<file path="config.mk">
export PLATFORM = sky130hd
export DESIGN_NAME = imem_loader
export DESIGN_NICKNAME = d
export VERILOG_FILES = /design/src/rtl/imem_loader.sv
export SDC_FILE = /design/constraint.sdc
export NUM_CORES = 1
export LEC_CHECK = 0
export BUFFER_PORTS_ARGS = -buffer_cell sky130_fd_sc_hd__buf_4
export CAP_MARGIN = 10
export CORE_ASPECT_RATIO = 0.75
export CORE_UTILIZATION = 50
export CTS_BUF_LIST = sky130_fd_sc_hd__clkbuf_16
export DETAILED_ROUTE_END_ITERATION = 7
export HOLD_SLACK_MARGIN = 0.06
export PLACE_DENSITY = 0.7
export SETUP_SLACK_MARGIN = 0.5
export SLEW_MARGIN = 40
export SYNTH_ARGS = -nofsm -noshare
export SYNTH_HDL_FRONTEND = slang
export SYNTH_SLANG_ARGS = --single-unit
</file>
<file path="constraint.sdc">
create_clock -name clk -period 6.15 [get_ports clk]
set_input_delay 0.3075 -clock clk [delete_from_list [all_inputs] [get_ports clk]]
set_output_delay 0.3075 -clock clk [all_outputs]
set_load 0.005 [all_outputs]
</file>
<file path="src/rtl/imem_loader.sv">
// imem_loader: program loader that feeds the instruction memory write port.
//
// Accepts a byte stream over a valid/ready handshake. The stream is a 16-bit
// little-endian word count N, then 4*N little-endian instruction bytes, then
// (with IMEM_LOADER_CHECKSUM_EN defined) one XOR checksum byte over the data
// bytes. Each assembled word is written at consecutive word addresses from 0.
// The CPU is held (cpu_hold=1) until a complete program has been loaded.
//
// Optional feature macro: IMEM_LOADER_CHECKSUM_EN (adds CHK state + accumulator).
//
// Ports:
//   clk, rst          clock, asynchronous active-high reset
//   start             one-cycle pulse; begins a session from IDLE/DONE/ERR
//   byte_valid/data   input byte stream
//   byte_ready        loader accepts a byte (HDR0/HDR1/DATA/CHK only)
//   imem_we/waddr/wdata  one-cycle write strobe, address and word
//   cpu_hold          keeps the CPU in reset while high
//   done, error       sticky session outcome flags
module imem_loader #(
  parameter int unsigned DEPTH  = 256,
  parameter int unsigned ADDR_W = 8
) (
  input  logic              clk,
  input  logic              rst,
  input  logic              start,
  input  logic              byte_valid,
  input  logic [7:0]        byte_data,
  output logic              byte_ready,
  output logic              imem_we,
  output logic [ADDR_W-1:0] imem_waddr,
  output logic [31:0]       imem_wdata,
  output logic              cpu_hold,
  output logic              done,
  output logic              error
);

  // Wide enough to hold N itself (up to 65535) after the final increment.
  localparam int unsigned IdxW = 17;

`ifdef IMEM_LOADER_CHECKSUM_EN
  typedef enum logic [2:0] {
    StIdle, StHdr0, StHdr1, StData, StChk, StDone, StErr
  } state_e;
`else
  typedef enum logic [2:0] {
    StIdle, StHdr0, StHdr1, StData, StDone, StErr
  } state_e;
`endif

  state_e            state_q, state_d;
  logic [15:0]       count_q, count_d;
  logic [IdxW-1:0]   widx_q, widx_d;
  logic [1:0]        bidx_q, bidx_d;
  logic [23:0]       asm_q, asm_d;
  logic              we_q, we_d;
  logic [ADDR_W-1:0] waddr_q, waddr_d;
  logic [31:0]       wdata_q, wdata_d;
  logic              hold_q, hold_d;
  logic              done_q, done_d;
  logic              err_q, err_d;
`ifdef IMEM_LOADER_CHECKSUM_EN
  logic [7:0]        chk_q, chk_d;
`endif

  logic              xfer;
  logic [15:0]       hdr_n;
  logic              hdr_bad;
  logic [IdxW-1:0]   widx_inc;
  logic              last_word;

  always_comb begin
    byte_ready = (state_q == StHdr0) || (state_q == StHdr1) || (state_q == StData)
`ifdef IMEM_LOADER_CHECKSUM_EN
                 || (state_q == StChk)
`endif
                 ;
  end

  assign xfer      = byte_valid && byte_ready;
  assign hdr_n     = {byte_data, count_q[7:0]};
  assign hdr_bad   = (hdr_n == 16'd0) || (32'(hdr_n) > DEPTH);
  assign widx_inc  = widx_q + IdxW'(1);
  assign last_word = (widx_inc == IdxW'(count_q));

  always_comb begin
    state_d = state_q;
    count_d = count_q;
    widx_d  = widx_q;
    bidx_d  = bidx_q;
    asm_d   = asm_q;
    we_d    = 1'b0;
    waddr_d = waddr_q;
    wdata_d = wdata_q;
    hold_d  = hold_q;
    done_d  = done_q;
    err_d   = err_q;
`ifdef IMEM_LOADER_CHECKSUM_EN
    chk_d   = chk_q;
`endif

    unique case (state_q)
      StIdle, StDone, StErr: begin
        if (start) begin
          state_d = StHdr0;
          hold_d  = 1'b1;
          done_d  = 1'b0;
          err_d   = 1'b0;
          widx_d  = '0;
          bidx_d  = '0;
          asm_d   = '0;
`ifdef IMEM_LOADER_CHECKSUM_EN
          chk_d   = '0;
`endif
        end
      end
      StHdr0: begin
        if (xfer) begin
          count_d[7:0] = byte_data;
          state_d      = StHdr1;
        end
      end
      StHdr1: begin
        if (xfer) begin
          count_d[15:8] = byte_data;
          if (hdr_bad) begin
            state_d = StErr;
            err_d   = 1'b1;
          end else begin
            state_d = StData;
          end
        end
      end
      StData: begin
        if (xfer) begin
          bidx_d = bidx_q + 2'd1;
`ifdef IMEM_LOADER_CHECKSUM_EN
          chk_d  = chk_q ^ byte_data;
`endif
          unique case (bidx_q)
            2'd0: asm_d[7:0]   = byte_data;
            2'd1: asm_d[15:8]  = byte_data;
            2'd2: asm_d[23:16] = byte_data;
            2'd3: begin
              we_d    = 1'b1;
              waddr_d = widx_q[ADDR_W-1:0];
              wdata_d = {byte_data, asm_q};
              widx_d  = widx_inc;
              if (last_word) begin
`ifdef IMEM_LOADER_CHECKSUM_EN
                state_d = StChk;
`else
                // Release coincides with the final write pulse.
                state_d = StDone;
                done_d  = 1'b1;
                hold_d  = 1'b0;
`endif
              end
            end
            default: ;
          endcase
        end
      end
`ifdef IMEM_LOADER_CHECKSUM_EN
      StChk: begin
        if (xfer) begin
          if (byte_data == chk_q) begin
            state_d = StDone;
            done_d  = 1'b1;
            hold_d  = 1'b0;
          end else begin
            state_d = StErr;
            err_d   = 1'b1;
          end
        end
      end
`endif
      default: state_d = StIdle;
    endcase
  end

  always_ff @(posedge clk or posedge rst) begin
    if (rst) begin
      state_q <= StIdle;
      count_q <= '0;
      widx_q  <= '0;
      bidx_q  <= '0;
      asm_q   <= '0;
      we_q    <= 1'b0;
      waddr_q <= '0;
      wdata_q <= '0;
      hold_q  <= 1'b1;
      done_q  <= 1'b0;
      err_q   <= 1'b0;
`ifdef IMEM_LOADER_CHECKSUM_EN
      chk_q   <= '0;
`endif
    end else begin
      state_q <= state_d;
      count_q <= count_d;
      widx_q  <= widx_d;
      bidx_q  <= bidx_d;
      asm_q   <= asm_d;
      we_q    <= we_d;
      waddr_q <= waddr_d;
      wdata_q <= wdata_d;
      hold_q  <= hold_d;
      done_q  <= done_d;
      err_q   <= err_d;
`ifdef IMEM_LOADER_CHECKSUM_EN
      chk_q   <= chk_d;
`endif
    end
  end

  assign imem_we    = we_q;
  assign imem_waddr = waddr_q;
  assign imem_wdata = wdata_q;
  assign cpu_hold   = hold_q;
  assign done       = done_q;
  assign error      = err_q;

endmodule

</file>
==> results by group, run 1 <==
Status
  • Outcome: finished, final reports clean

Floorplanning
  • Die Width: 118 um
  • FP Rows: 31
  • Initial Utilization: 0.518
  • Die Footprint: 10500 um^2
  • Core ar.: 9700 um^2
  • Die Y: 88.8 um
  • I/O pin cnt: 57

CTS
  • CTS Sinks: 106
  • CTS buffer count: 9
  • Root Driver: clkbuf_16
  • Clk buf depth: 2
  • Skew-Pair Late Insertion Delay: 350 ps
  • Post-CTS sizing: 0
  • Hold Buf Count CTS: 1
  • TritonCTS clock tree: built
  • Clock transition at path regs: 70 ps
  • Setup bufs post-CTS: 0
  • H-tree Lvls: 3

Drt
  • Post-route ant nets: 0
  • Drt first pass iters: 4
  • Initial DRC Count: 318
  • Final wirelength: 11.8 mm
  • Vias post-DR: 3839
  • Drc violations: 0
  • Routed vias/inst: 5.56
  • DR WL/cell: 17.0 um

Power and ir drop
  • LEAKAGE: 2.91 nW
  • Total power: 2.19 mW
  • P per Cell Area: 375 nW/um^2
  • VDD IR max: 0.000156 V

Final layout
  • Finished Cell Area: 5830 um^2
  • Antenna fix cells: 0
  • Non-filler cells, final: 691
  • Post-layout util: 0.601
  • Layout cell share with drive strength beyond 1: 0.222
  • Fill count: 852
  • Area growth syn-to-layout: 16.1%
  • Nets: 571

Global routing
  • Largest net degree at the start of global routing: 80
  • Antenna violations before repair: 0
  • First-pass GRT wire length: 19.3 mm
  • All-Layer GR Usage: 0.243
  • Vias in the first global route: 3660
  • Global route total overflow: 0

STA
  • Slew Limit Fails: 0
  • PnR worst setup slack: 3120 ps
  • Final setup vio count: 0
  • Hold Worst Slack: 218 ps
  • Slew @ Worst Pin: 832 ps
  • Min Clock Period, post-route: 3030 ps
  • Final Hold Viols: 0
  • Share of the clock period used by the worst path: 0.493
  • Setup_tns: 0 ps
  • Skew final: 5.49 ps
  • Max_slew headroom: 0.443
  • RSZ-0062 raised after global routing: no
  • FMAX: 330 MHz

Critical path
  • Crit start category: flip-flop
  • Critical path arrival: 3270 ps
  • CP cell instances: and3b_1, nand3_2, buf_4, inv_1, buf_4, nor2_1, o21ai_0, o41ai_1
  • Worst Path Required: 6390 ps
  • Crit path max-delay cell type: nor2_1
  • Critical Path End Type: flip-flop
  • CP Max Fanout: 63
  • Kind of critical path: reg2reg
  • CP max stage delay: 650 ps
  • Most frequent CP cell: buf_4
  • Reg2Reg Depth: 8

Worst hold path
  • Hold path depth: 3
  • Worst hold path type: in2reg

Synth
  • Syn Area/Cell: 9.83 um^2
  • EDFF count, synth: 0
  • Synth warnings: 0
  • Post-synthesis register bit count: 106
  • Sequential share of the synthesized area: 0.529
  • Yosys top cell by area: dfrtp_1
  • Post-synth top area share: 0.523
  • Top post-synthesis cells by area: dfrtp_1, nand2_1, mux2_2, xnor2_1, o21ai_0
  • Syn_nets: 528
  • Post-Syn Area: 5020 um^2
  • Post-synthesis async set-or-reset flop share: 1.00
  • Syn Inst Count: 511
  • Synth unique cells: 52
  • Top_reg_cell synth: dfrtp_1
  • Most common library cells after synthesis: nand2_1, dfrtp_1, mux2_2, nor2_1, o21ai_0
  • Most common cell in the netlist: nand2_1

Place
  • Pre-CTS WS: 3140 ps
  • Inst Count DP: 674
  • DP HPWL: 8.15 mm
  • Final GP Congestion: 0.842
  • Cell Area, Placed: 5530 um^2
  • IO buf count: 56

Run
  • Max_cap viols: 0
## layout by cell type, fill, tap and decap left out, types with 7 or more instances in the layout
master,count
nand2_1,146
dfrtp_1,105
buf_4,58
mux2_2,39
nor2_1,26
o21ai_0,24
xnor2_1,15
and2_1,10
nor3_1,10
nand3_1,10
a21oi_1,9
clkbuf_16,9
inv_1,8
xor2_1,8
o31ai_1,7
## cell type report
type | instances | area, um^2 | share of cell area
Sequential cell | 106 | 2650 | 0.455
Multi-Input combinational cell | 369 | 2230 | 0.383
Timing Repair Buffer | 60 | 457 | 0.0783
Clock buffer | 9 | 225 | 0.0386
Tap cell | 132 | 165 | 0.0283
Clock inverter | 7 | 67.6 | 0.0116
Inverter | 8 | 32.5 | 0.00558
## kinds of logic (layout without fill, tap and decap cells)
family | after synthesis | after routing | share of synthesized area
compound gates | 65 | 65 | 0.0835
simple gates | 236 | 236 | 0.217
flops | 106 | 106 | 0.529
buf+inv | 36 | 84 | 0.0287
fa+ha+maj | 5 | 5 | 0.0125
xor+xnor | 23 | 23 | 0.0401
mux | 40 | 40 | 0.0895
## metal layers
metal	share of wire	global-route usage	vias up
li1	-	-	1807
met1	0.50	0.354	1886
met2	0.43	0.358	133
met3	0.064	0.0677	13
met4	0.010	0.0594	0
met5	0	0	-
## worst max-delay path, delay by kind of cell (launching register included)
family / cells / cell delay (ps)
and+or+nand+nor: 3 / 1110
buffers and inverters: 3 / 920
DFF: 1 / 530
AOI/OAI and AO/OA: 2 / 300
## sequential cells by signal, summed over array words and instances (netlist names)
signal      flops
imem_we         1
cpu_hold        1
widx_q         17
count_q        16
asm_q          24
state_q         3
bidx_q          2
imem_waddr      8
error           1
done            1
imem_wdata     32
## power by group
group | total (mW) | switching [mW] | internal, mW
sequential | 0.994 | 0.124 | 0.869
combinational | 0.618 | 0.308 | 0.310
clock | 0.576 | 0.261 | 0.315
## worst paths after layout
check                                        from                         end  slack [ps]
min in group asynchronous                     rst       asm_q[22]$_DFFE_PP0P_         490
min                                  byte_data[1]  imem_wdata[25]$_DFFE_PP0P_         220
min reg2reg                 asm_q[13]$_DFFE_PP0P_  imem_wdata[13]$_DFFE_PP0P_         470
max                        state_q[2]$_DFFE_PP0P_      widx_q[14]$_DFFE_PP0P_        3120
max reg2reg                state_q[2]$_DFFE_PP0P_      widx_q[14]$_DFFE_PP0P_        3120
max in group asynchronous                     rst  imem_wdata[26]$_DFFE_PP0P_        4630
No activity file was read; power rests on OpenSTA's default activity.
==> inputs of run 2 (changes only) <==
==> constraint.sdc (replaced) <==
create_clock -name clk -period 2.8 [get_ports clk]
set_input_delay 0.14 -clock clk [delete_from_list [all_inputs] [get_ports clk]]
set_output_delay 0.14 -clock clk [all_outputs]
set_load 0.005 [all_outputs]
==> run 2 against run 1 <==
  * Register-to-register slack got worse by 2500 ps
  * Sequential cell count unchanged
  * Cell count increased by 1.4%
  * Setup slack got worse by 2500 ps
  * Largest power group unchanged
  * Highest routed layer unchanged
==> results by group, run 2 (synthesis gave the netlist of run 1 again) <==
Critical path
  • Critical path arrival: 2430 ps (-840 ps)
  • Reg2Reg Setup Slack: 610 ps (-2510 ps)
  • CP endpoint: state_q[2]$_DFFE_PP0P_
  • RR Endpoint: state_q[2]$_DFFE_PP0P_
  • Critical path depth: 6 (-2)
  • Crit start category: flip-flop
  • Worst Path Required: 3040 ps (-3350 ps)
  • Crit path max-delay cell type: or4_1
  • CP cell instances: or4_1, o21ai_1, or3b_1, and2_1, a21oi_1, a21bo_1
  • CP Max Fanout: 4 (-94%)
  • CP max stage delay: 600 ps (-50 ps)
  • Top Family by Delay on Critical Path: simple AND/OR/NAND/NOR gates
  • Reg2Reg Depth: 6 (-2)
  • Critical Path End Type: flip-flop
  • R2R Path Start: count_q[4]$_DFFE_PP0P_
  • Critical path origin: count_q[4]$_DFFE_PP0P_
  • Crit path buf inv count: 0 (-3)
  • Kind of critical path: reg2reg

Global routing
  • Antenna violations before repair: 0 (unchanged)
  • Largest net degree at the start of global routing: 77 (-3.8%)
  • First-pass GRT wire length: 19.1 mm (-0.64%)
  • All-Layer GR Usage: 0.238 (-0.00451)
  • Vias in the first global route: 3676 (+0.44%)
  • Global route total overflow: 0 (unchanged)

STA
  • Final Hold Viols: 0 (unchanged)
  • Skew final: 3.33 ps (-2.16 ps)
  • Min Clock Period, post-route: 2190 ps (-841 ps)
  • RSZ-0062 raised after global routing: no
  • Setup_tns: 0 ps (unchanged)
  • Final setup vio count: 0 (unchanged)
  • FMAX: 456 MHz (+38%)
  • Share of the clock period used by the worst path: 0.783 (+0.290)
  • PnR worst setup slack: 608 ps (-2510 ps)
  • Slew @ Worst Pin: 798 ps (-34.5 ps)
  • Hold Worst Slack: 69.1 ps (-149 ps)
  • Slew Limit Fails: 0 (unchanged)
  • Max_slew headroom: 0.466 (+0.0231)

Final layout
  • Commonest non-fill, non-tap cell in the layout: nand2_1
  • Fill count: 813 (-4.6%)
  • Antenna fix cells: 0 (unchanged)
  • Layout cell share with drive strength beyond 1: 0.251 (+0.0295)
  • Finished Cell Area: 6010 um^2 (+3.1%)
  • Most frequent cells in the layout: nand2_1, dfrtp_1, buf_4
  • Max reg flops: 32 (unchanged)
  • Area growth syn-to-layout: 19.7%
  • Nets: 582 (+1.9%)

CTS
  • Root Driver: clkbuf_16
  • Skew-Pair Late Insertion Delay: 340 ps (about the same)
  • Clk buf depth: 2 (unchanged)
  • CTS Sinks: 106 (unchanged)
  • H-tree Lvls: 3 (unchanged)
  • TritonCTS clock tree: built
  • Clock transition at path regs: 70 ps (about the same)
  • CTS buffer count: 9 (unchanged)

Place
  • Final GP Congestion: 0.920 (+9.2%)
  • IO buf count: 56 (unchanged)
  • DP HPWL: 7.93 mm (-2.6%)
  • Pre-CTS WS: 215 ps (-2920 ps)
  • Cell Area, Placed: 5560 um^2 (+0.54%)

Drt
  • DR WL/cell: 16.8 um (-1.1%)
  • Routed vias/inst: 5.53 (-0.48%)
  • Post-route ant nets: 0 (unchanged)
  • Drc violations: 0 (unchanged)
  • Drt first pass iters: 7 (+3)
  • Final wirelength: 11.8 mm (+0.30%)
  • Initial DRC Count: 427 (+34%)
  • Vias post-DR: 3876 (+0.96%)

Floorplanning
  • FP Rows: 31 (unchanged)
  • Die Y: 88.8 um (unchanged)
  • Core ar.: 9700 um^2 (unchanged)
  • Die Footprint: 10500 um^2 (unchanged)
  • Initial Utilization: 0.518 (unchanged)
  • I/O pin cnt: 57 (unchanged)
  • Die Width: 118 um (unchanged)

Power and ir drop
  • LEAKAGE: 2.97 nW (+2.0%)
  • VDD IR max: 0.000411 V (+160%)
  • P per Cell Area: 817 nW/um^2 (+120%)

Status
  • Outcome: finished, final reports clean

Run
  • Max_cap viols: 0 (unchanged)

Worst hold path
  • Worst hold path type: in2reg
## run 2: cell types whose count changed in the layout (fill, tap and decap cells not counted), sizes merged
| cell | previous run | this run |
|---|---|---|
| buf | 59 | 66 |
| dlygate4sd3 | 1 | 5 |
| inv | 11 | 8 |
| clkinvlp | 0 | 2 |
| bufinv | 1 | 2 |
| clkinv | 3 | 2 |
## run 2: how the worst min path moves through the flow
stage	depth (start not counted)	slack [ps]	end	startpoint
floorplan	2	250	imem_wdata[24]$_DFFE_PP0P_	byte_data[0]
global route	3	80	imem_wdata[27]$_DFFE_PP0P_	byte_data[3]
finish	3	70	imem_wdata[27]$_DFFE_PP0P_	byte_data[3]
detailed placement	2	280	imem_wdata[3]$_DFFE_PP0P_	rst
global placement	2	280	imem_wdata[3]$_DFFE_PP0P_	rst
CTS	3	60	imem_wdata[27]$_DFFE_PP0P_	byte_data[3]
## run 2: layer usage
layer / routed length, um / vias up / share of wire / GRT usage
met3: 688 / 9 / 0.058 / 0.0503
met5: 0 / - / 0 / 0
met1: 5750 / 1925 / 0.49 / 0.347
li1: - / 1827 / - / -
met4: 116 / 0 / 0.0098 / 0.0653
met2: 5240 / 115 / 0.44 / 0.363
## run 2: repair_timing
action / CTS / global route
setup buffers: 0 / 4
pin swaps: 1 / 3
resized for setup: 5 / 9
hold buffers: 5 / 0
endpoints found under the hold margin: 34 / 0
setup endpoints to repair: 5 / 28
## run 2: area by class of cell
| class | count | area, um^2 | area share |
|---|---|---|---|
| clock inverters | 6 | 90.1 | 0.0150 |
| repair buffers | 71 | 558 | 0.0928 |
| multi-input cells | 369 | 2280 | 0.379 |
| well taps | 132 | 165 | 0.0275 |
| inverters | 8 | 33.8 | 0.00562 |
| clock buffers | 9 | 225 | 0.0375 |
| flip-flops and latches | 106 | 2660 | 0.443 |
## run 2: through the flow
step	std cells	power, mW	utilization
after floorplan	511	3.14	-
after global placement	677	3.51	0.573
after detailed placement	677	3.55	0.573
after CTS	697	4.91	0.613
after global routing	701	5.18	0.620
final	701	4.91	0.620
## run 2: worst reg2reg max path: cells and delay by family, from the launching register on
family             cells  cell delay [ps]
AOI/OAI and AO/OA      3              480
and+or+nand+nor        3             1200
DFF                    1              400
## run 2: power breakdown
group | total, mW | internal (mW) | switching (mW)
registers | 2.19 | 1.91 | 0.284
logic | 1.38 | 0.702 | 0.674
clock network | 1.34 | 0.782 | 0.559
